File: config.mk
export PLATFORM = sky130hd
export DESIGN_NAME = rvfi_commit_tracker
export DESIGN_NICKNAME = d
export VERILOG_FILES = /design/src/rtl/rvfi_pkg.sv /design/src/rtl/rvfi_stage_reg.sv /design/src/rtl/rvfi_commit_tracker.sv
export SDC_FILE = /design/constraint.sdc
export NUM_CORES = 2
export LEC_CHECK = 0
export ABC_AREA = 1
export ABC_CLOCK_PERIOD_IN_PS = 5300
export CELL_PAD_IN_SITES_DETAIL_PLACEMENT = 1
export CELL_PAD_IN_SITES_GLOBAL_PLACEMENT = 1
export CORE_ASPECT_RATIO = 1.1
export CORE_MARGIN = 8
export CORE_UTILIZATION = 42
export CTS_BUF_LIST = sky130_fd_sc_hd__clkbuf_8
export CTS_CLUSTER_DIAMETER = 60
export DETAILED_ROUTE_END_ITERATION = 8
export PLACE_DENSITY = 0.95
export SYNTH_ARGS = -nofsm -noshare
export SYNTH_HDL_FRONTEND = slang
export SYNTH_SLANG_ARGS = --single-unit
File: constraint.sdc
create_clock -name clk -period 5.3 [get_ports clk]
set_input_delay 1.06 -clock clk [delete_from_list [all_inputs] [get_ports clk]]
set_output_delay 1.06 -clock clk [all_outputs]
set_load 0.05 [all_outputs]
File: src/rtl/rvfi_pkg.sv
// rvfi_pkg: types and helpers shared by the RVFI commit tracker.
//   rvfi_pkt_t   - one in-flight monitor packet (valid plus every RVFI field)
//   RVFI_XLEN    - data/address width of the packet fields
//   MASK_W       - byte-mask width for mem_rmask / mem_wmask
//   merge_mem    - overlays memory-stage fields onto a packet
//   is_self_loop - true when an instruction jumps to itself (halt idiom)
package rvfi_pkg;

  localparam int RVFI_XLEN = 32;
  localparam int MASK_W    = 4;

  typedef struct packed {
    logic                 valid;
    logic [31:0]          inst;
    logic [RVFI_XLEN-1:0] pc_rdata;
    logic [RVFI_XLEN-1:0] pc_wdata;
    logic [4:0]           rs1_addr;
    logic [4:0]           rs2_addr;
    logic [4:0]           rd_addr;
    logic [RVFI_XLEN-1:0] rs1_rdata;
    logic [RVFI_XLEN-1:0] rs2_rdata;
    logic                 trap;
    logic [RVFI_XLEN-1:0] mem_addr;
    logic [RVFI_XLEN-1:0] mem_wdata;
    logic [MASK_W-1:0]    mem_rmask;
    logic [MASK_W-1:0]    mem_wmask;
  } rvfi_pkt_t;

  function automatic rvfi_pkt_t merge_mem(
    input rvfi_pkt_t            pkt,
    input logic [RVFI_XLEN-1:0] addr,
    input logic [RVFI_XLEN-1:0] wdata,
    input logic [MASK_W-1:0]    rmask,
    input logic [MASK_W-1:0]    wmask
  );
    rvfi_pkt_t res;
    res           = pkt;
    res.mem_addr  = addr;
    res.mem_wdata = wdata;
    res.mem_rmask = rmask;
    res.mem_wmask = wmask;
    return res;
  endfunction

  function automatic logic is_self_loop(
    input logic [RVFI_XLEN-1:0] pc_rdata,
    input logic [RVFI_XLEN-1:0] pc_wdata
  );
    return (pc_rdata == pc_wdata);
  endfunction

endpackage

File: src/rtl/rvfi_stage_reg.sv
// rvfi_stage_reg: one shadow-pipeline packet register.
//   clk, rst - clock, synchronous active-high reset (clears the whole packet)
//   stall    - hold the current packet
//   flush    - drop the packet (valid cleared); wins over stall
//   d        - packet loaded when neither stall nor flush is active
//   q        - registered packet
module rvfi_stage_reg
  import rvfi_pkg::*;
(
  input  logic      clk,
  input  logic      rst,
  input  logic      stall,
  input  logic      flush,
  input  rvfi_pkt_t d,
  output rvfi_pkt_t q
);

  rvfi_pkt_t q_r;
  logic      load_s;

  assign load_s = !stall;

  // Packet register: flush kills only valid so stale fields are harmless.
  always_ff @(posedge clk) begin
    if (rst) begin
      q_r <= '0;
    end else if (flush) begin
      q_r.valid <= 1'b0;
    end else if (load_s) begin
      q_r <= d;
    end else begin
      q_r <= q_r;
    end
  end

  assign q = q_r;

endmodule

File: src/rtl/rvfi_commit_tracker.sv
// rvfi_commit_tracker: carries one RVFI packet per in-flight instruction through
// a STAGES-deep shadow pipeline mirroring the datapath's stall/flush behaviour.
//   clk, rst            - clock, synchronous active-high reset
//   stall, flush        - whole-pipeline hold, per-stage kill (flush wins)
//   in_*                - decode-time fields entering stage 0 when in_valid
//   mem_*               - memory fields captured as a packet enters MEM_STAGE
//   wb_*                - final-stage data, passed straight to the outputs
//   rvfi_*              - commit, order, halt and packet fields of the last stage
//   halted, watchdog    - sticky halt flag, sticky commit-gap timeout flag
// XLEN must match rvfi_pkg::RVFI_XLEN (packet fields are sized by the package).
module rvfi_commit_tracker
  import rvfi_pkg::*;
#(
  parameter int XLEN      = 32,
  parameter int STAGES    = 4,
  parameter int MEM_STAGE = 2,
  parameter int ORDER_W   = 64,
  parameter int TIMEOUT   = 4096
) (
  input  logic               clk,
  input  logic               rst,
  input  logic               stall,
  input  logic [STAGES-1:0]  flush,
  input  logic               in_valid,
  input  logic [31:0]        in_inst,
  input  logic [XLEN-1:0]    in_pc_rdata,
  input  logic [XLEN-1:0]    in_pc_wdata,
  input  logic [4:0]         in_rs1_addr,
  input  logic [4:0]         in_rs2_addr,
  input  logic [4:0]         in_rd_addr,
  input  logic [XLEN-1:0]    in_rs1_rdata,
  input  logic [XLEN-1:0]    in_rs2_rdata,
  input  logic               in_trap,
  input  logic [XLEN-1:0]    mem_addr,
  input  logic [XLEN-1:0]    mem_wdata,
  input  logic [MASK_W-1:0]  mem_rmask,
  input  logic [MASK_W-1:0]  mem_wmask,
  input  logic [XLEN-1:0]    wb_rd_wdata,
  input  logic [XLEN-1:0]    wb_mem_rdata,
  output logic               rvfi_commit,
  output logic [ORDER_W-1:0] rvfi_order,
  output logic               rvfi_halt,
  output logic [31:0]        rvfi_inst,
  output logic [XLEN-1:0]    rvfi_pc_rdata,
  output logic [XLEN-1:0]    rvfi_pc_wdata,
  output logic [4:0]         rvfi_rs1_addr,
  output logic [4:0]         rvfi_rs2_addr,
  output logic [4:0]         rvfi_rd_addr,
  output logic [XLEN-1:0]    rvfi_rs1_rdata,
  output logic [XLEN-1:0]    rvfi_rs2_rdata,
  output logic [XLEN-1:0]    rvfi_rd_wdata,
  output logic               rvfi_trap,
  output logic [XLEN-1:0]    rvfi_mem_addr,
  output logic [XLEN-1:0]    rvfi_mem_wdata,
  output logic [MASK_W-1:0]  rvfi_mem_rmask,
  output logic [MASK_W-1:0]  rvfi_mem_wmask,
  output logic [XLEN-1:0]    rvfi_mem_rdata,
  output logic               halted,
  output logic               watchdog
);

  localparam int              WD_W   = $clog2(TIMEOUT + 1);
  localparam logic [WD_W-1:0] WD_TOP = WD_W'(TIMEOUT);

  rvfi_pkt_t stage_d_s [STAGES];
  rvfi_pkt_t stage_q_s [STAGES];
  rvfi_pkt_t tail_s;

  logic               commit_s;
  logic               halt_s;
  logic [ORDER_W-1:0] order_r;
  logic               halted_r;
  logic [WD_W-1:0]    wd_cnt_r;
  logic [WD_W-1:0]    wd_cnt_nxt_s;
  logic               watchdog_r;

  for (genvar k = 0; k < STAGES; k++) begin : g_stage
    if (k == 0) begin : g_entry
      // in_valid needs no stall gating: the stage register holds while stalled.
      assign stage_d_s[k] = '{
        valid:     in_valid,
        inst:      in_inst,
        pc_rdata:  in_pc_rdata,
        pc_wdata:  in_pc_wdata,
        rs1_addr:  in_rs1_addr,
        rs2_addr:  in_rs2_addr,
        rd_addr:   in_rd_addr,
        rs1_rdata: in_rs1_rdata,
        rs2_rdata: in_rs2_rdata,
        trap:      in_trap,
        mem_addr:  '0,
        mem_wdata: '0,
        mem_rmask: '0,
        mem_wmask: '0
      };
    end else if (k == MEM_STAGE) begin : g_mem
      assign stage_d_s[k] = merge_mem(stage_q_s[k-1], mem_addr, mem_wdata,
                                      mem_rmask, mem_wmask);
    end else begin : g_pass
      assign stage_d_s[k] = stage_q_s[k-1];
    end

    rvfi_stage_reg u_stage (
      .clk   (clk),
      .rst   (rst),
      .stall (stall),
      .flush (flush[k]),
      .d     (stage_d_s[k]),
      .q     (stage_q_s[k])
    );
  end

  assign tail_s   = stage_q_s[STAGES-1];
  // The reset cycle never retires anything, even if the tail is still valid.
  assign commit_s = tail_s.valid && !stall && !flush[STAGES-1] && !rst;
  assign halt_s   = commit_s && is_self_loop(tail_s.pc_rdata, tail_s.pc_wdata);

  // Retirement order counter, wraps naturally at 2^ORDER_W.
  always_ff @(posedge clk) begin
    if (rst) begin
      order_r <= '0;
    end else if (commit_s) begin
      order_r <= order_r + ORDER_W'(1);
    end else begin
      order_r <= order_r;
    end
  end

  // Sticky halt, set the cycle after a self-loop retires.
  always_ff @(posedge clk) begin
    if (rst) begin
      halted_r <= 1'b0;
    end else if (halt_s) begin
      halted_r <= 1'b1;
    end else begin
      halted_r <= halted_r;
    end
  end

  // Next watchdog count: cleared by a commit, frozen once halted, saturating.
  always_comb begin
    wd_cnt_nxt_s = wd_cnt_r;
    if (commit_s) begin
      wd_cnt_nxt_s = '0;
    end else if (halted_r) begin
      wd_cnt_nxt_s = wd_cnt_r;
    end else if (wd_cnt_r != WD_TOP) begin
      wd_cnt_nxt_s = wd_cnt_r + WD_W'(1);
    end else begin
      wd_cnt_nxt_s = wd_cnt_r;
    end
  end

  // Watchdog counter and its sticky flag (raised as the count lands on TIMEOUT).
  always_ff @(posedge clk) begin
    if (rst) begin
      wd_cnt_r   <= '0;
      watchdog_r <= 1'b0;
    end else begin
      wd_cnt_r <= wd_cnt_nxt_s;
      if (wd_cnt_nxt_s == WD_TOP) begin
        watchdog_r <= 1'b1;
      end else begin
        watchdog_r <= watchdog_r;
      end
    end
  end

  assign rvfi_commit    = commit_s;
  assign rvfi_order     = order_r;
  assign rvfi_halt      = halt_s;
  assign rvfi_inst      = tail_s.inst;
  assign rvfi_pc_rdata  = tail_s.pc_rdata;
  assign rvfi_pc_wdata  = tail_s.pc_wdata;
  assign rvfi_rs1_addr  = tail_s.rs1_addr;
  assign rvfi_rs2_addr  = tail_s.rs2_addr;
  assign rvfi_rd_addr   = tail_s.rd_addr;
  assign rvfi_rs1_rdata = tail_s.rs1_rdata;
  assign rvfi_rs2_rdata = tail_s.rs2_rdata;
  // x0 writes are architecturally invisible, so report zero for them.
  assign rvfi_rd_wdata  = (tail_s.rd_addr != 5'd0) ? wb_rd_wdata : {XLEN{1'b0}};
  assign rvfi_trap      = tail_s.trap;
  assign rvfi_mem_addr  = tail_s.mem_addr;
  assign rvfi_mem_wdata = tail_s.mem_wdata;
  assign rvfi_mem_rmask = tail_s.mem_rmask;
  assign rvfi_mem_wmask = tail_s.mem_wmask;
  assign rvfi_mem_rdata = wb_mem_rdata;
  assign halted         = halted_r;
  assign watchdog       = watchdog_r;

endmodule

After elaboration in Yosys (flattened, before gate mapping)

Cells that the tools add are included.

Word-level logic and storage cells: 82
Output and inout bits: 380
Register bits after elaboration: 931
Input port bits: 320

Add/sub/neg operators: 2
Mux-type cells: 4
Bitwise logic cells: 5
Eq/ne operators: 3
Reductions and logical operators: 16

Operators by type and width:

| operator                                                         | number |
|---|---|
| 64-bit by 1-bit adder with 64-bit output (second input constant) | 1 |
| 13-bit 2-to-1 mux                                                | 3 |
| 32-bit == test                                                   | 1 |
| 32-bit 2-to-1 mux                                                | 1 |
| 13-bit by 1-bit adder with 13-bit output (second input constant) | 1 |
| 13-bit == test (second input constant)                           | 1 |
| 13-bit inequality test (second input constant)                   | 1 |
| 2-bit AND reduction                                              | 4 |
| 2-bit OR reduction                                               | 4 |
| 1-bit NOT                                                        | 5 |
| 5-bit nonzero test                                               | 1 |
| 1-bit logical AND                                                | 4 |
| 1-bit zero test                                                  | 3 |

Longest topological paths before layout

Word-level depth: 6
Mapped depth: 13

Hierarchy

From an unflattened synthesis, not the netlist that was laid out.

Cells, all modules: 7218
Area, all modules: 46130.5 sq um

Modules (own cells, without submodules):

| module              | cells each | area each (sq um) | instances |
|---|---|---|---|
| rvfi_stage_reg      | 1577       | 10112.2           | 4 |
| rvfi_commit_tracker | 910        | 5681.7            | 1 |

Least setup slack after synthesis

Ideal clock, no wire load.

Kind: input to output
Start point: input stall
End point: output rvfi_halt
Cell stages on the path: 9
Arrival time: 2746 ps
Setup slack: 1494 ps
Path through: buf_6 > nor2_8 > nand2_4 > clkinv_2 > nand2_4 > buf_2 > nor4_1 > nand3b_1 > nor2_1

Longest elaborated chain between the ends: 5

RTL lines:

| element                         | RTL line                   | source |
|---|---|---|
| start: declaration              | rvfi_commit_tracker.sv:22  | `input logic stall,` |
| 1-bit zero test                 | rvfi_commit_tracker.sv:115 | `assign commit_s = tail_s.valid && !stall && !flush[STAGES-1] && !rst;` |
| 1-bit logical AND (3 in series) | rvfi_commit_tracker.sv:115 |  |
| 1-bit logical AND               | rvfi_commit_tracker.sv:116 | `assign halt_s = commit_s && is_self_loop(tail_s.pc_rdata, tail_s.pc_wdata);` |
| end: declaration                | rvfi_commit_tracker.sv:42  | `output logic rvfi_halt,` |

Every way passes these cells.

Final worst setup path

Same ends and word-level chain as after synthesis.

==> flow_metrics.env <==
export IMPL_run_status="finished clean"
export IMPL_start_util=0.423
export IMPL_final_nets=5476
export IMPL_grt_overflow_total=0
export IMPL_finalSetupTns_ps=0
export IMPL_path_max_fanout=9
export IMPL_worstSetupStartpoint="stall"
export IMPL_fillers=10444
export IMPL_postRouteAntennaNets=0
export IMPL_cts_root_buf="clkbuf_8"
export IMPL_fin_area_um2=44800
export IMPL_timing_final_crit_share=0.846
export IMPL_htreeDepth=4
export IMPL_cts_made_buffers=154
export IMPL_firstDrtPassIters=5
export IMPL_fmax_mhz=223
export IMPL_via_per_inst=5.48
export IMPL_place_congestion=0.923
export IMPL_syn_area_um2=36600
export IMPL_setup_ws_ps=816
export IMPL_die_w_um=297
export IMPL_die_area_um2=96800
export IMPL_drc=0
export IMPL_ys_ff_latch=931
export IMPL_rr_endpoint="rvfi_order[50]$_SDFFE_PP0N_"
export IMPL_min_path_type="flip-flop to flip-flop"
export IMPL_crit_type="primary input to primary output"
export IMPL_cts_buffer_depth=3
export IMPL_synth_most_common_cell="nor2_1"
export IMPL_yosysWarnings=0
export IMPL_post_drt_wl_per_cell_um=22.8
export IMPL_cts_resized=0
export IMPL_dpl_cell_area_um2=41500
export IMPL_max_stage_delay_ps=730
export IMPL_critPathArrivalTime_ps=3420
export IMPL_port_buffers=635
export IMPL_fin_worst_skew_ps=48.2
export IMPL_first_iter_violations=3028
export IMPL_synthesis_nets=5231
export IMPL_async_reset_ff_frac=0
export IMPL_cp_slowest_cell="clkdlybuf4s50_1"
export IMPL_ys_flop_type="dfxtp_1"
export IMPL_netlist_area_leader_share=0.510
export IMPL_clkSinkCount=931
export IMPL_grt_pass1_vias=37914
export IMPL_regToRegSetupSlack_ps=2800
export IMPL_reg2reg_from="rvfi_order[1]$_SDFFE_PP0N_"
export IMPL_crit_top_cell="nand2_4"
export IMPL_ir_drop_mv=0.268
export IMPL_dpl_hpwl_mm=87.7
export IMPL_drive_gt1_frac=0.0550
export IMPL_synth_edf_count=0
export IMPL_critical_path_cell_chain="clkdlybuf4s50_1 > nor2_8 > nand2_4 > clkinv_2 > nand2_4 > nor4_1 > nand3b_1 > nor2_1 > buf_12"
export IMPL_crit_path_end_kind="primary output"
export IMPL_slew_headroom=0.228
export IMPL_cap_violations=0
export IMPL_ff2ff_path_depth=10
export IMPL_grt_start_max_net_pins=235
export IMPL_worst_pin_slew_ps=1160
export IMPL_ctsHoldBuffers=0
export IMPL_hold_violations=0
export IMPL_crit_end="rvfi_halt"
export IMPL_power_density_nw_per_um2=367
export IMPL_syn_area_per_cell_um2=7.45
export IMPL_clock_latency_ps=840
export IMPL_fp_row_count=113
export IMPL_yosysSeqAreaShare=0.510
export IMPL_layout_min_cycle_time_ps=4480
export IMPL_grt_antenna_before_repair=32
export IMPL_synth_common_cells="1828 x nor2_1, 931 x dfxtp_1, 869 x o21ai_0"
export IMPL_io_pins=700
export IMPL_ys_top_cells_by_area="dfxtp_1 51%, nor2_1 19%, o21ai_0 12%"
export IMPL_cp_required_ps=4240
export IMPL_grt_pass1_wl_mm=224
export IMPL_die_h_um=325
export IMPL_cts_setup_buffers=0
export IMPL_num_vias=35346
export IMPL_yosysTopAreaCell="dfxtp_1"
export IMPL_final_max_slew_viol_count=0
export IMPL_area_growth_pct=22.4
export IMPL_setup_viol=0
export IMPL_rsz0062_at_grt="no"
export IMPL_p_leak_nw=19.3
export IMPL_core_um2=86400
export IMPL_synth_cell_types=45
export IMPL_synthCells=4908
export IMPL_dp_slack_ps=849
export IMPL_cts_tree="yes"
export IMPL_startpoint_type="primary input"
export IMPL_clkSlewWorstSetupHoldPaths_ps=60
export IMPL_grt_usage=0.288
export IMPL_drt_total_wl_mm=147
==> metal layers <==
| layer | share of wire | vias up | global-route usage |
|---|---|---|---|
| li1 | - | 15897 | - |
| met1 | 0.39 | 17443 | 0.329 |
| met2 | 0.48 | 1496 | 0.483 |
| met3 | 0.064 | 508 | 0.0635 |
| met4 | 0.070 | 2 | 0.191 |
| met5 | 0.000088 | - | 0 |
==> layout make-up <==
| cell class | instances | area (um^2) | area share |
|---|---|---|---|
| clock inverter | 78 | 484 | 0.0108 |
| sequential | 931 | 18600 | 0.416 |
| antenna | 30 | 75.1 | 0.00168 |
| clock buffer | 194 | 2670 | 0.0596 |
| multi-input combinational | 3246 | 14100 | 0.316 |
| timing repair buffer | 663 | 6700 | 0.150 |
| tap | 1150 | 1440 | 0.0321 |
| inverter | 157 | 623 | 0.0139 |
==> registers in the layout, indices dropped and copies added (netlist names) <==
register           count
g_stage.u_stage.q    852
halted                 1
wd_cnt_r              13
watchdog               1
rvfi_order            64
==> worst min path at each step <==
stage / startpoint / slack [ps] / end / cells after the start
final: g_stage[1].u_stage.q[156]$_SDFFE_PP0P_ / 460 / g_stage[2].u_stage.q[156]$_SDFFE_PP0P_ / 2
after global routing: g_stage[0].u_stage.q[125]$_SDFFE_PP0P_ / 470 / g_stage[1].u_stage.q[125]$_SDFFE_PP0P_ / 2
after CTS: g_stage[1].u_stage.q[149]$_SDFFE_PP0P_ / 460 / g_stage[2].u_stage.q[149]$_SDFFE_PP0P_ / 2
after detailed placement: g_stage[2].u_stage.q[112]$_SDFFE_PP0P_ / 470 / g_stage[3].u_stage.q[112]$_SDFFE_PP0P_ / 2
after global placement: g_stage[2].u_stage.q[177]$_SDFFE_PP0P_ / 460 / g_stage[3].u_stage.q[177]$_SDFFE_PP0P_ / 2
after floorplan: g_stage[2].u_stage.q[137]$_SDFFE_PP0P_ / 450 / g_stage[3].u_stage.q[137]$_SDFFE_PP0P_ / 2
==> worst max-delay path: cells and delay by family <==
family | cells | cell delay (ps)
buffers and inverters | 3 | 1040
and+or+nand+nor | 6 | 1310
==> logic make-up (layout without fill, tap and decap cells) <==
group	count (synthesis)	count (layout)	share of synthesized area
other cells	0	30	0
fa+ha+maj	3	3	0.00103
buf+inv	731	1092	0.104
flops	931	931	0.510
simple gates	2256	2256	0.245
xor+xnor	44	44	0.0105
compound gates	943	943	0.130
==> report_power, final <==
part / switching (W) / internal, W / leakage, nW / total [W]
sequential: 0.000268 / 0.00741 / 7.66 / 0.00768
clock: 0.00314 / 0.00342 / 1.81 / 0.00657
combinational: 0.00149 / 0.000708 / 9.82 / 0.00219
total: 0.00490 / 0.0115 / 19.3 / 0.0164
==> metrics by stage <==
stage	utilization	hold slack, ps	std cells	total power, W
after CTS	0.517	461	6419	0.0165
after detailed placement	0.481	467	6147	0.00991
after floorplan	-	450	4908	0.00919
after global routing	0.518	471	6447	0.0170
final	0.518	457	6449	0.0164
after global placement	0.481	457	6147	0.00981
==> cell usage in the layout (no fill, tap or decap), types with 30 or more instances in the layout <==
| cell type | netlist | final |
|---|---|---|
| nor2_1 | 1828 | 1825 |
| dfxtp_1 | 931 | 931 |
| o21ai_0 | 869 | 869 |
| clkdlybuf4s50_1 | 0 | 633 |
| nand2_1 | 223 | 223 |
| inv_1 | 147 | 197 |
| clkbuf_8 | 0 | 194 |
| nand3_1 | 64 | 64 |
| nor3_1 | 61 | 61 |
| a21oi_1 | 55 | 55 |
| xor2_1 | 37 | 37 |
| nand4_1 | 33 | 33 |
| diode_2 | 0 | 30 |
(Power assumes the default switching activity.)
